[config.mk]
export PLATFORM = sky130hd
export DESIGN_NAME = regfile_wb_arbiter
export DESIGN_NICKNAME = d
export VERILOG_FILES = /design/src/rtl/rf_pkg.sv /design/src/rtl/regfile_wb_slot.sv /design/src/rtl/regfile_wb_arbiter.sv
export SDC_FILE = /design/constraint.sdc
export NUM_CORES = 1
export LEC_CHECK = 0
export CELL_PAD_IN_SITES_DETAIL_PLACEMENT = 1
export CELL_PAD_IN_SITES_GLOBAL_PLACEMENT = 2
export CORE_UTILIZATION = 28
export CTS_CLUSTER_DIAMETER = 80
export DETAILED_ROUTE_END_ITERATION = 8
export PLACE_DENSITY_LB_ADDON = 0.1
export SYNTH_ARGS = -nofsm -noshare
export SYNTH_HDL_FRONTEND = slang
export SYNTH_SLANG_ARGS = --single-unit
[constraint.sdc]
create_clock -name CLK -period 1.6 [get_ports CLK]
set_input_delay 0.48 -clock CLK [delete_from_list [all_inputs] [get_ports CLK]]
set_output_delay 0.48 -clock CLK [all_outputs]
set_load 0.01 [all_outputs]
[src/rtl/rf_pkg.sv]
// Shared definitions for the register-file writeback arbiter.
// Register-file geometry, the discarded destination register and the
// holding-slot record used by the arbiter and its models.
package rf_pkg;

  localparam int NUM_REGS  = 32;
  localparam int ZERO_REG  = 0;
  localparam int RF_ADDR_W = 5;
  localparam int RF_DATA_W = 32;
  // Upper bound on requesters; grant/pointer indices are sized for this.
  localparam int MAX_REQ   = 4;

  typedef struct packed {
    logic                 full;
    logic [RF_ADDR_W-1:0] addr;
    logic [RF_DATA_W-1:0] data;
  } slot_t;

endpackage

[src/rtl/regfile_wb_slot.sv]
// One-entry writeback holding slot with valid/ready handshake.
// Ports: clk/rst_n; live_i (out-of-reset flag); vld_i/addr_i/data_i request;
// clr_i (slot granted, empty it); rdy_o, fill_o, full_o, addr_o, data_o.
module regfile_wb_slot
  import rf_pkg::*;
#(
  parameter int ADDR_W = RF_ADDR_W,
  parameter int DATA_W = RF_DATA_W
) (
  input  logic              clk,
  input  logic              rst_n,
  input  logic              live_i,
  input  logic              vld_i,
  input  logic [ADDR_W-1:0] addr_i,
  input  logic [DATA_W-1:0] data_i,
  input  logic              clr_i,
  output logic              rdy_o,
  output logic              fill_o,
  output logic              full_o,
  output logic [ADDR_W-1:0] addr_o,
  output logic [DATA_W-1:0] data_o
);

  logic              full_q, full_d;
  logic [ADDR_W-1:0] addr_q, addr_d;
  logic [DATA_W-1:0] data_q, data_d;

  assign rdy_o  = ~full_q & live_i;
  // Writes to the zero register complete the handshake but are dropped here.
  assign fill_o = vld_i & rdy_o & (addr_i != ADDR_W'(ZERO_REG));
  assign full_o = full_q;
  assign addr_o = addr_q;
  assign data_o = data_q;

  // clr_i and fill_o are mutually exclusive: a grant needs full, a fill empty.
  always_comb begin
    full_d = full_q;
    addr_d = addr_q;
    data_d = data_q;
    if (clr_i) full_d = 1'b0;
    if (fill_o) begin
      full_d = 1'b1;
      addr_d = addr_i;
      data_d = data_i;
    end
  end

  always_ff @(posedge clk or negedge rst_n) begin
    if (!rst_n) begin
      full_q <= 1'b0;
      addr_q <= '0;
      data_q <= '0;
    end else begin
      full_q <= full_d;
      addr_q <= addr_d;
      data_q <= data_d;
    end
  end

endmodule

[src/rtl/regfile_wb_arbiter.sv]
// Shares the register-file write port among NUM_REQ writeback slots, oldest first.
// Ports: CLK/RST_N; ReqValid/ReqReady/ReqAddr/ReqData per requester (packed);
// WriteAddress/WriteData/ReadWriteEn registered write port; BusyMask pending writes.
module regfile_wb_arbiter
  import rf_pkg::*;
#(
  parameter int NUM_REQ = 2,
  parameter int ADDR_W  = RF_ADDR_W,
  parameter int DATA_W  = RF_DATA_W
) (
  input  logic                      CLK,
  input  logic                      RST_N,
  input  logic [NUM_REQ-1:0]        ReqValid,
  output logic [NUM_REQ-1:0]        ReqReady,
  input  logic [NUM_REQ*ADDR_W-1:0] ReqAddr,
  input  logic [NUM_REQ*DATA_W-1:0] ReqData,
  output logic [ADDR_W-1:0]         WriteAddress,
  output logic [DATA_W-1:0]         WriteData,
  output logic                      ReadWriteEn,
  output logic [2**ADDR_W-1:0]      BusyMask
);

  logic                    live_q;
  logic [NUM_REQ-1:0]      full, fill, clr;
  logic [ADDR_W-1:0]       s_addr [MAX_REQ];
  logic [DATA_W-1:0]       s_data [MAX_REQ];

  // older_q[i][j]: slot i was filled strictly before slot j.
  logic [NUM_REQ-1:0][NUM_REQ-1:0] older_q, older_d;
  logic [1:0]              ptr_q, ptr_d;
  logic [MAX_REQ-1:0]      cand;
  logic [2:0]              idx3;
  logic                    gnt_vld;
  logic [1:0]              gnt_idx;

  logic [ADDR_W-1:0]       wa_q, wa_d;
  logic [DATA_W-1:0]       wd_q, wd_d;
  logic                    we_q, we_d;

  for (genvar g = 0; g < MAX_REQ; g++) begin : g_slot
    if (g < NUM_REQ) begin : g_on
      regfile_wb_slot #(.ADDR_W(ADDR_W), .DATA_W(DATA_W)) u_slot (
        .clk    (CLK),
        .rst_n  (RST_N),
        .live_i (live_q),
        .vld_i  (ReqValid[g]),
        .addr_i (ReqAddr[g*ADDR_W +: ADDR_W]),
        .data_i (ReqData[g*DATA_W +: DATA_W]),
        .clr_i  (clr[g]),
        .rdy_o  (ReqReady[g]),
        .fill_o (fill[g]),
        .full_o (full[g]),
        .addr_o (s_addr[g]),
        .data_o (s_data[g])
      );
    end else begin : g_off
      assign s_addr[g] = '0;
      assign s_data[g] = '0;
    end
  end

  // A slot is a candidate when no full slot is older. Candidates are exactly
  // the slots filled on the oldest fill edge; the pointer breaks that tie.
  always_comb begin
    cand = '0;
    for (int i = 0; i < NUM_REQ; i++) begin
      cand[i] = full[i];
      for (int j = 0; j < NUM_REQ; j++) begin
        if (full[j] && older_q[j][i]) cand[i] = 1'b0;
      end
    end
    gnt_vld = 1'b0;
    gnt_idx = '0;
    idx3    = '0;
    for (int o = 0; o < NUM_REQ; o++) begin
      idx3 = {1'b0, ptr_q} + 3'(o);
      if (idx3 >= 3'(NUM_REQ)) idx3 = idx3 - 3'(NUM_REQ);
      if (!gnt_vld && cand[idx3[1:0]]) begin
        gnt_vld = 1'b1;
        gnt_idx = idx3[1:0];
      end
    end
  end

  always_comb begin
    clr = '0;
    for (int i = 0; i < NUM_REQ; i++) clr[i] = gnt_vld && (gnt_idx == 2'(i));
  end

  // A new fill is younger than every currently full slot; its own row is
  // cleared so stale bits from a previous occupancy never survive.
  always_comb begin
    older_d = older_q;
    for (int j = 0; j < NUM_REQ; j++) begin
      if (fill[j]) begin
        for (int i = 0; i < NUM_REQ; i++) begin
          older_d[i][j] = full[i];
          older_d[j][i] = 1'b0;
        end
      end
    end
  end

  always_comb begin
    ptr_d = ptr_q;
    wa_d  = wa_q;
    wd_d  = wd_q;
    we_d  = 1'b0;
    if (gnt_vld) begin
      ptr_d = (gnt_idx == 2'(NUM_REQ-1)) ? 2'd0 : gnt_idx + 2'd1;
      wa_d  = s_addr[gnt_idx];
      wd_d  = s_data[gnt_idx];
      we_d  = 1'b1;
    end
  end

  always_ff @(posedge CLK or negedge RST_N) begin
    if (!RST_N) begin
      live_q  <= 1'b0;
      older_q <= '0;
      ptr_q   <= '0;
      wa_q    <= '0;
      wd_q    <= '0;
      we_q    <= 1'b0;
    end else begin
      live_q  <= 1'b1;
      older_q <= older_d;
      ptr_q   <= ptr_d;
      wa_q    <= wa_d;
      wd_q    <= wd_d;
      we_q    <= we_d;
    end
  end

  assign WriteAddress = wa_q;
  assign WriteData    = wd_q;
  assign ReadWriteEn  = we_q;

  // Pending = held in a slot, or on the write port this cycle.
  always_comb begin
    BusyMask = '0;
    for (int i = 0; i < NUM_REQ; i++) begin
      if (full[i]) BusyMask[s_addr[i]] = 1'b1;
    end
    if (we_q) BusyMask[wa_q] = 1'b1;
    BusyMask[ADDR_W'(ZERO_REG)] = 1'b0;
  end

endmodule

After elaboration in Yosys (flattened, before gate mapping)
Index checks and enable logic that the tools add are counted.
W data, S select, Z words.
{"block": "word_totals", "reg_bits": 119, "input_bits": 78, "output_inout_bits": 72, "word_cells": 90}
{"block": "op_classes", "add_sub_neg": 4, "order_cmp": 11, "n_eq_ne": 1, "n_mux": 35, "bitwise": 11, "reduce_logical": 15}
{"op": "$mux W32", "n": 5}
{"op": "$bmux W32 S2", "n": 1}
{"op": "$or A32 B32 Y32", "n": 2}
{"op": "$lt A5 B6 Y1 const B", "n": 3}
{"op": "$demux W1 S5", "n": 3}
{"op": "$ge A5 B1 Y1 const B", "n": 3}
{"op": "$mux W1", "n": 14}
{"op": "$mux W2", "n": 6}
{"op": "$bmux W5 S2", "n": 1}
{"op": "$mux W5", "n": 2}
{"op": "$reduce_bool A5 Y1", "n": 2}
{"op": "$logic_and A1 B1 Y1", "n": 8}
{"op": "$and A1 B1 Y1", "n": 6}
{"op": "$lt A2 B3 Y1 const B", "n": 2}
{"op": "$reduce_bool A2 Y1", "n": 3}
{"op": "$bmux W1 S2", "n": 2}
{"op": "$sub A2 B2 Y2 const B", "n": 2}
{"op": "$add A2 B1 Y3 const B", "n": 1}
{"op": "$ge A3 B2 Y1 const B", "n": 1}
{"op": "$ge A3 B3 Y1 const B", "n": 1}
{"op": "$mux W3", "n": 1}
{"op": "$not A2 Y3", "n": 1}
{"op": "$add A2 B1 Y2 const B", "n": 1}
{"op": "$eq A2 B1 Y1 const B", "n": 1}
{"op": "other kinds (4)", "n": 5}

Depth between registers and ports, before layout
Gate-level depths: netlist (run 1).
{"block": "logic_depth", "depth_word": 12, "depth_mapped": 6, "ltp_nobuf": 4}

By module
Synthesis (run 1) repeated with hierarchy kept, for this count alone.
{"block": "unflattened", "hier_cells": 547, "hier_area_um2": 6269.8}
{"mod": "regfile_wb_slot", "n_inst": 2, "cells_per_inst": 87, "area_each_um2": 1592.8, "seq_area_each_um2": 950.9}
{"mod": "regfile_wb_arbiter", "n_inst": 1, "cells_per_inst": 373, "area_each_um2": 3084.2, "seq_area_each_um2": 1076.0}

Worst setup path before layout (run 1)
OpenSTA, ideal clock, no wires.
{"block": "synth_path", "kind": "input -> register", "from": "input ReqAddr[0]", "to": "register g_slot[0].g_on.u_slot.data_q[30]", "setup_time_ns": 0.125, "t_arrival_ns": 1.716, "required_ns": 1.475, "path_slack_ns": -0.240, "cell_stages": 4, "path_buffers": 1, "cell_sequence": "or4_4 > o21ai_4 > buf_4 > mux2_2"}
{"block": "synth_between", "elab_chain_cells": 2}
{"item": "start, declared", "line": "regfile_wb_arbiter.sv:15", "rtl": "input logic [NUM_REQ*ADDR_W-1:0] ReqAddr,"}
{"item": "$reduce_bool A5 Y1", "line": "regfile_wb_slot.sv:30", "rtl": "assign fill_o = vld_i & rdy_o & (addr_i != ADDR_W'(ZERO_REG));"}
{"item": "$and A1 B1 Y1", "line": "regfile_wb_slot.sv:30"}
{"item": "end signal, assigned", "line": "regfile_wb_slot.sv:56", "rtl": "data_q <= data_d;"}
{"item": "end, declared", "line": "regfile_wb_slot.sv:26", "rtl": "logic [DATA_W-1:0] data_q, data_d;"}
No other way between the ends.
A chain may end at the register's enable or synchronous reset.

Worst setup path after layout (run 1)
{"block": "layout_path", "from": "register g_slot[0].g_on.u_slot.addr_q[1]", "to": "output BusyMask[10]"}
{"block": "layout_between", "elab_chain_cells": 9, "word_cells_on_any_way": 10, "classes_between": "order compare: 2; mux: 5; bitwise: 2; reduce/logical: 1"}
{"item": "start, declared", "line": "regfile_wb_slot.sv:25", "rtl": "logic [ADDR_W-1:0] addr_q, addr_d;"}
{"item": "start signal, assigned", "line": "regfile_wb_slot.sv:55", "rtl": "addr_q <= addr_d;"}
{"item": "$lt A5 B6 Y1 (not written as such) / $ge A5 B1 Y1 (equally long branches)", "line": "regfile_wb_arbiter.sv:143", "rtl": "if (full[i]) BusyMask[s_addr[i]] = 1'b1;"}
{"item": "$logic_and A1 B1 Y1 (not written as such)", "line": "regfile_wb_arbiter.sv:143"}
{"item": "$mux W1 (not written as such)", "line": "regfile_wb_arbiter.sv:143"}
{"item": "$demux W1 S5 (*)", "line": "regfile_wb_arbiter.sv:143"}
{"item": "$mux W32 (*)", "line": "regfile_wb_arbiter.sv:143"}
{"item": "$or A32 B32 Y32 (no source line)"}
{"item": "$mux W32 (*)", "line": "regfile_wb_arbiter.sv:143"}
{"item": "$or A32 B32 Y32 (no source line)"}
{"item": "$mux W32 (*)", "line": "regfile_wb_arbiter.sv:145", "rtl": "if (we_q) BusyMask[wa_q] = 1'b1;"}
{"item": "end, declared", "line": "regfile_wb_arbiter.sv:20", "rtl": "output logic [2**ADDR_W-1:0] BusyMask"}
Mark *: on every way between the ends. The rest lies on a longest branch, timed or not.

==> results of run 1 <==
==> kinds of logic after synthesis <==
group                  Yosys count  share of synthesized area (%)
and+or+nand+nor                133                          11.48
other                            2                         0.1356
AOI/OAI and AO/OA              118                          17.11
DFF                            119                          53.79
muxes                           64                          13.02
buffers and inverters           46                          4.474
==> cells in the mapped netlist <==
master    number
a21o_1        37
a21oi_1        2
a222oi_1       4
a22o_1        39
a22oi_1       29
and2_1         1
and3_1         6
and3b_1        7
buf_2          9
buf_4          5
buf_6          6
clkbuf_1      18
conb_1         2
dfrtp_1      119
inv_1          8
mux2_1         9
mux2_2        55
nand2_1       87
nand3_1        2
nor2_1         9
nor2b_1        2
nor3_1         5
nor3b_1       10
nor3b_2        2
o21ai_0        4
o21ai_4        2
o21bai_1       1
or4_4          2
==> registers in the layout (all words and copies together) (netlist names) <==
| register | flops |
|---|---|
| ReadWriteEn | 1 |
| WriteAddress | 5 |
| WriteData | 32 |
| g_slot.g_on.u_slot.addr_o | 10 |
| g_slot.g_on.u_slot.data_o | 64 |
| g_slot.g_on.u_slot.full_o | 2 |
| live_q | 1 |
| older_q | 2 |
| ptr_q | 2 |
==> per-layer routing <==
metal  up-vias  global-route usage, %  part of all wire, %
met3        25                  4.795                  4.3
met1      2578                  26.05                   41
met2       136                  40.51                   53
met4         0                  6.225                  1.5
met5         -                      0                    0
li1       2280                      -                    -
==> power by group <==
| group | switching, mW | internal [mW] | total [mW] |
|---|---|---|---|
| Combinational | 4.79 | 6.51 | 11.3 |
| Sequential | 1.24 | 4.57 | 5.81 |
| Clock | 1.36 | 2.77 | 4.13 |
==> worst min path at each step <==
stage | startpoint | endpoint | slack [ns] | cells past startpoint
global route | RST_N | g_slot[0].g_on.u_slot.full_o | 0.07 | 2
finish | RST_N | g_slot[0].g_on.u_slot.full_o | 0.08 | 2
global placement | g_slot[0].g_on.u_slot.data_o[15] | WriteData[15] | 0.45 | 1
floorplan | RST_N | ReadWriteEn | 0.18 | 0
CTS | RST_N | g_slot[0].g_on.u_slot.full_o | 0.07 | 2
detailed placement | g_slot[0].g_on.u_slot.data_o[16] | WriteData[16] | 0.46 | 1
==> area by class of cell <==
class | instances | area [um2] | share of cell area (%)
tap | 265 | 331.6 | 3.322
sequential | 119 | 2998 | 30.03
clock inverter | 10 | 177.7 | 1.780
multi-input combinational | 317 | 2980 | 29.86
timing repair buffer | 294 | 3013 | 30.18
clock buffer | 20 | 446.7 | 4.475
inverter | 8 | 30.03 | 0.3008
antenna | 2 | 5.005 | 0.05014
==> stage by stage <==
| step | util (%) | instance area [um2] | std cells | power [mW] |
|---|---|---|---|---|
| global placement | 40.92 | 7939 | 924 | 13.48 |
| floorplan | - | 5729 | 482 | 9.791 |
| finish | 51.46 | 9982 | 1035 | 21.24 |
| CTS | 49.90 | 9679 | 1020 | 20.48 |
| detailed placement | 40.92 | 7939 | 924 | 13.76 |
| global route | 51.46 | 9982 | 1035 | 22.33 |
==> what timing repair did <==
action                                  in CTS  in global routing
endpoints found under the setup margin     186                169
gates cloned                                11                  0
pin swaps                                   56                 65
setup buffers                               59                 27
resized for setup                          378                 80
==> worst reg2reg max path, stage by stage, from the launching register on <==
cell       delay, ns
dfrtp_2         0.43
buf_6           0.13
buf_6           0.13
and3b_2         0.28
o21ai_4         0.14
clkbuf_16       0.21
buf_8           0.14
mux2_4          0.29
==> summary.md, run 1 <==
| Metric | Value |
|---|---|
| Power per cell area | `~2100 nW/um2` |
| #FFs+latches synth | `about 120` |
| IO Pins | `150` |
| Status | `finished, violations left` |
| Worst-path cell with the longest stage delay | `dfrtp_2` |
| Number of unique standard cell types used by synthesis | `28` |
| Syn_area_per_cell | `11.49 um2` |
| Root buf cell | `clkbuf_16` |
| Gpl congestion | `around 0.8` |
| TNS Setup | `-34.49 ns` |
| Post-layout nets | `835` |
| Destination of the worst register-to-register timing path | `g_slot[0].g_on.u_slot.data_o[3]` |
| Type of the worst setup path | `flip-flop to output pin` |
| Cell count along the critical path | `5` |
| Register area share after synthesis | `53.79%` |
| Critical Path Fanout Max | `8` |
| Cell type group with the largest total delay on the critical path | `flip-flops` |
| Effective utilization at floorplan | `between 20% and 30%` |
| Worst min path class | `input pin to async pin` |
| Share of the synthesized area in the top cell type | `between 50% and 60%` |
| Library cell occupying the most area in the post-synthesis netlist | `dfrtp_1` |
| Final Worst Setup Slack | `-0.6722 ns` |
| Buffers & Inverters on Critical Path | `3` |
| Most common cell after layout, fill and taps aside | `dfrtp_1` |
| Horizontal extent of the die | `around 140 um` |
| Kind of capture point of the worst setup path | `output pin` |
| Net count of the mapped netlist | `560` |
| Number of hold violations in the final report | `0` |
| Number of detailed-routing iterations run before antenna repair | `4` |
| Failing checks | `negative setup slack` |
| Wire length reported by the detailed router | `22190 um` |
| Largest stage delay on the critical path | `around 0.44 ns` |
| Fill cell count | `2048` |
| Detailed-route wire length per cell | `21.44 um` |
| Leak pwr | `~5.0 nW` |
| Max VDD drop | `1038 uV` |
| Clock skew after layout | `between 0.006 and 0.007 ns` |
| Final critical-path required period | `approximately 2.3 ns` |
| Initial antenna violation count | `2` |
| Origin of the worst setup path | `g_slot[0].g_on.u_slot.addr_o[1]` |
| Share of the cycle needed by the critical path after routing | `142.0%` |
| Pin count of the biggest net entering global routing | `54` |
| Cell area after technology mapping | `5537 um2` |
| Setup repair after global routing missed its margin | `yes` |
| Final count of negative-setup-slack endpoints | `~150` |
| Number of maximum-capacitance violations | `0` |
| F_max | `approximately 440 MHz` |
| Yosys warning total | `0` |
| Die Outline Area | `around 20000 um2` |
| Critical path required time | `about 1.1 ns` |
| Final HPWL from detailed placement | `about 13000 um` |
| Worst-case reg-to-reg path depth | `7` |
| Slew Viols, Final | `0` |
| Commonest non-fill, non-tap cells in the layout | `dfrtp_1, nand2_1, clkdlybuf4s50_1` |
| Hold Worst Slack | `between 0.07 and 0.08 ns` |
| Gr usage total | `about 22%` |
| # port buffers | `about 150` |
| Cell count after synthesis | `482` |
| H-tree depth reported by CTS | `4` |
| Remaining antenna violation count after routing | `0` |
| Via count | `5019` |
| Placeable Area | `19400 um2` |
| DRC errors left | `0` |
| Flop2flop setup slack | `-0.26 ns` |
| Source-to-sink clock delay at the later pin of the worst-skew pair | `around 0.4 ns` |
| Vias per cell | `between 4 and 5` |
| Total number of placement rows | `51` |
| Hold-fix buffer count after cts | `0` |
| CTS clock-pin slew for the worst setup and hold paths | `roughly 0.06 ns` |
| Sink count of the clock tree | `between 100 and 150` |
| Top area cells in the synthesized netlist | `dfrtp_1, mux2_2, a22o_1, nand2_1, a21o_1` |
| Area Overhead vs Synth | `80.29%` |
| Max Root-Sink Buffers | `2` |
| DR iter-0 viols | `176` |
| CTS tree | `yes` |
| Layout cell share with drive strength beyond 1 | `between 50% and 60%` |
| Minimum setup slack after placement | `-0.8178 ns` |
| Die boundary height | `142.6 um` |
| Remaining global-route overflow | `0` |
| Number of global-route vias before repair | `around 5600` |
| Arr. time, crit path | `about 1.8 ns` |
| End of the critical path | `BusyMask[10]` |
| Startpoint of the most critical register-to-register path | `g_slot[0].g_on.u_slot.full_o` |
| Cells traversed along the worst timing path | `nor3b_4, buf_12, a222oi_1, inv_1, buf_2` |
| Number of clock buffers inserted by TritonCTS | `17` |
| Setup crit start kind | `flip-flop` |
| Wire length of the first global-routing pass | `33170 um` |
Power figures use the tool's default switching activity.
==> inputs of run 2 (changes only) <==
- SLEW_MARGIN: default -> 20
==> results of run 2 <==
Final layout, timing and power as in run 1 (identical DEF).
==> patch (settings of run 2) <==
The package constant `RF_DATA_W` goes from 32 to 24.
--- a/src/rtl/rf_pkg.sv
+++ b/src/rtl/rf_pkg.sv
@@ -6,7 +6,7 @@
   localparam int NUM_REGS  = 32;
   localparam int ZERO_REG  = 0;
   localparam int RF_ADDR_W = 5;
-  localparam int RF_DATA_W = 32;
+  localparam int RF_DATA_W = 24;
   // Upper bound on requesters; grant/pointer indices are sized for this.
   localparam int MAX_REQ   = 4;
 
Interface: changed (resized ReqData and WriteData); port bits go from 150 to 126. No check against the original RTL was run, so the function may have changed too.
==> patch against run 2 <==
- the flow still finishes with violations (negative setup slack)
- setup slack better by 0.084 ns
- sequential cell count is 24 lower
- synthesized area is 17% lower
- combinational power is 18% lower
- sequential power is 19% lower
- final area is 18% lower
- clock skew is 0.0019 ns higher
- global-route usage is 1.6 points lower
- routed wire length is 23% lower
- first-iteration DRC count is 36% higher
- total power is 23% lower
- largest cell class unchanged
- largest power group unchanged
==> patch: results (changes against run 2) <==
Cells and area
  – Filler Cells Inserted: 1,729 (-16%)
  – Largest register FFs: 48 (-25%)
  – N_diodes: 0 (-2)
  – Share of layout cells above drive strength 1: 51.2% (+0.28 points)
  – Nets: 729 (-13%)

Timing
  – Final WS setup: -0.588 ns (+0.0842 ns)
  – Worst clock skew: 0.00813 ns (+0.00190 ns)
  – Final TNS setup: -36.59 ns (-2.10 ns)
  – Final Setup Violations: 124 (-17%)

Synthesis
  – Top cells by count, synth: dfrtp_1 (95), nand2_1 (85), mux2_2 (44)
  – Synth cell types: 30 (+7.1%)
  – Syn nets: 484 (-14%)
  – Post-synth EDFFs: 0 (unchanged)
  – Seq/Total Area, Yosys: 51.6% (-2.2 points)
  – Asr flop ratio synth: 100% (unchanged)
  – Synth warnings: 0 (unchanged)
  – Syn Inst Count: 422 (-12%)
  – Synth top area cells: dfrtp_1 (52%), mux2_2 (11%), nand2_1 (6.9%)

Clock tree
  – Num CTS Buffers: 9 (-8)
  – Clock slew at reported path FFs: approximately 0.070 ns
  – Clock root buffer: clkbuf_16
  – CTS H-Tree Depth: 3 (-1)
  – Latest clock arrival within the worst-skew pair: 0.34 ns (-0.07 ns)

Global routing
  – Vias in the first global route: 4,723 (-15%)
  – Largest net degree at the start of global routing: 44 (-19%)
  – Total grt overflow: 0 (unchanged)
  – Initial antenna violation count: 0 (-2)
  – First-pass GRT wire length: 26.4 mm (-20%)
  – Overall Global Routing Usage: 20.6% (-1.6 points)

Place
  – Final Wtd Congestion: 0.776 (-4.2%)
  – Port Buffers: 124 (-16%)
  – Placed insts: 793 (-14%)
  – Detailed Place HPWL: 10.6 mm (-17%)
  – Post-placement cell area: 6670 um2 (-16%)
  – Setup WS pre-CTS: -0.760 ns (+0.0575 ns)

Status
  – Failing checks: negative setup slack
  – Status: finished, violations left

Critical path
  – WP data arrival: 1.71 ns (-0.08 ns)
  – R2R Path Start: g_slot[1].g_on.u_slot.full_o
  – Slowest stage delay, CP: 0.44 ns (about the same)
  – CP Max Fanout: 7 (-1)
  – CP Launch Point: g_slot[0].g_on.u_slot.full_o

Pwr
  – Switch Pwr: 5.90 mW (-20%)
  – P_leak: 4.06 nW (-19%)
  – Peak VDD IR: 0.000755 V (-27%)

Route
  – DR iter-0 viols: 239 (+36%)
  – Final WL: 17.2 mm (-23%)
  – Via count: 4,339 (-14%)
  – Drt pass-1 iters: 4 (unchanged)
  – Wire per inst: 19.3 um (-9.9%)

Min path
  – Worst min-delay path class: primary input to flip-flop
[patch: changes by cell type after synthesis, moves of 2 or more]
cell,change
a21o_1,-8
a21oi_1,+2
a22o_1,-8
and3b_1,+2
buf_2,-4
buf_4,-2
dfrtp_1,-24
mux2_1,-5
mux2_2,-11
nand2_1,-2
[patch: path summary, 6_finish.rpt]
path,end,slack (ns),cells past startpoint
setup / recovery,BusyMask[4],-0.59,7
hold / removal,g_slot[0].g_on.u_slot.addr_o[0],0.34,3
setup reg to reg,g_slot[1].g_on.u_slot.data_o[12],-0.39,10
hold reg to reg,WriteData[6],0.48,1
max in group asynchronous,g_slot[0].g_on.u_slot.full_o,0.57,3
min in group asynchronous,WriteData[3],0.53,2
[patch: layout make-up]
cell class                      count  area, um2  share of cell area, %
Clock buffer                        9        225                   2.75
Clock inverter                      7       95.1                   1.16
Inverter                            7       30.0                  0.367
Multi-Input combinational cell    286       2520                   30.8
Sequential cell                    95       2400                   29.3
Tap cell                          216        270                   3.30
Timing Repair Buffer              268       2650                   32.3
[patch: routing by layer]
metal | routed length (um) | up-vias | GRT usage [%]
met1 | 7300 | 2183 | 25.3
met3 | 784 | 28 | 3.94
met5 | 0 | - | 0
li1 | - | 2004 | -
met2 | 8680 | 124 | 36.3
met4 | 397 | 0 | 6.91
[patch: repair_timing]
item / CTS / global route
buffers inserted: 60 / 31
gates cloned: 6 / 2
resized for setup: 346 / 60
hold buffers: 1 / 0
endpoints found under the setup margin: 154 / 128
pin swaps: 68 / 36
hold endpoints to repair: 10 / 0
[patch: kinds of logic (layout without fill, tap and decap cells)]
group | Yosys count | after routing | synth area share (%)
and+or+nand+nor | 132 | 132 | 13.9
muxes | 48 | 48 | 11.7
AOI/OAI and AO/OA | 104 | 104 | 17.9
DFF | 95 | 95 | 51.6
buffers and inverters | 41 | 291 | 4.69
other | 2 | 2 | 0.163
[patch: worst max-delay path, delay by kind of cell (launching register included)]
family                 cells  cell delay (ns)
and+or+nand+nor            1             0.04
AOI/OAI and AO/OA          1             0.34
DFF                        1             0.44
buffers and inverters      5             0.56
[patch: power groups by stage]
stage	Combinational, mW	Clock [mW]	Sequential (mW)
6_report	9.28	2.31	4.68
5_1_grt	9.92	2.46	4.86
4_1_cts	8.47	2.36	4.65
3_5_place_dp	6.78	0	4.69
3_3_place_gp	6.63	0	4.65
2_1_floorplan	3.59	0	4.38
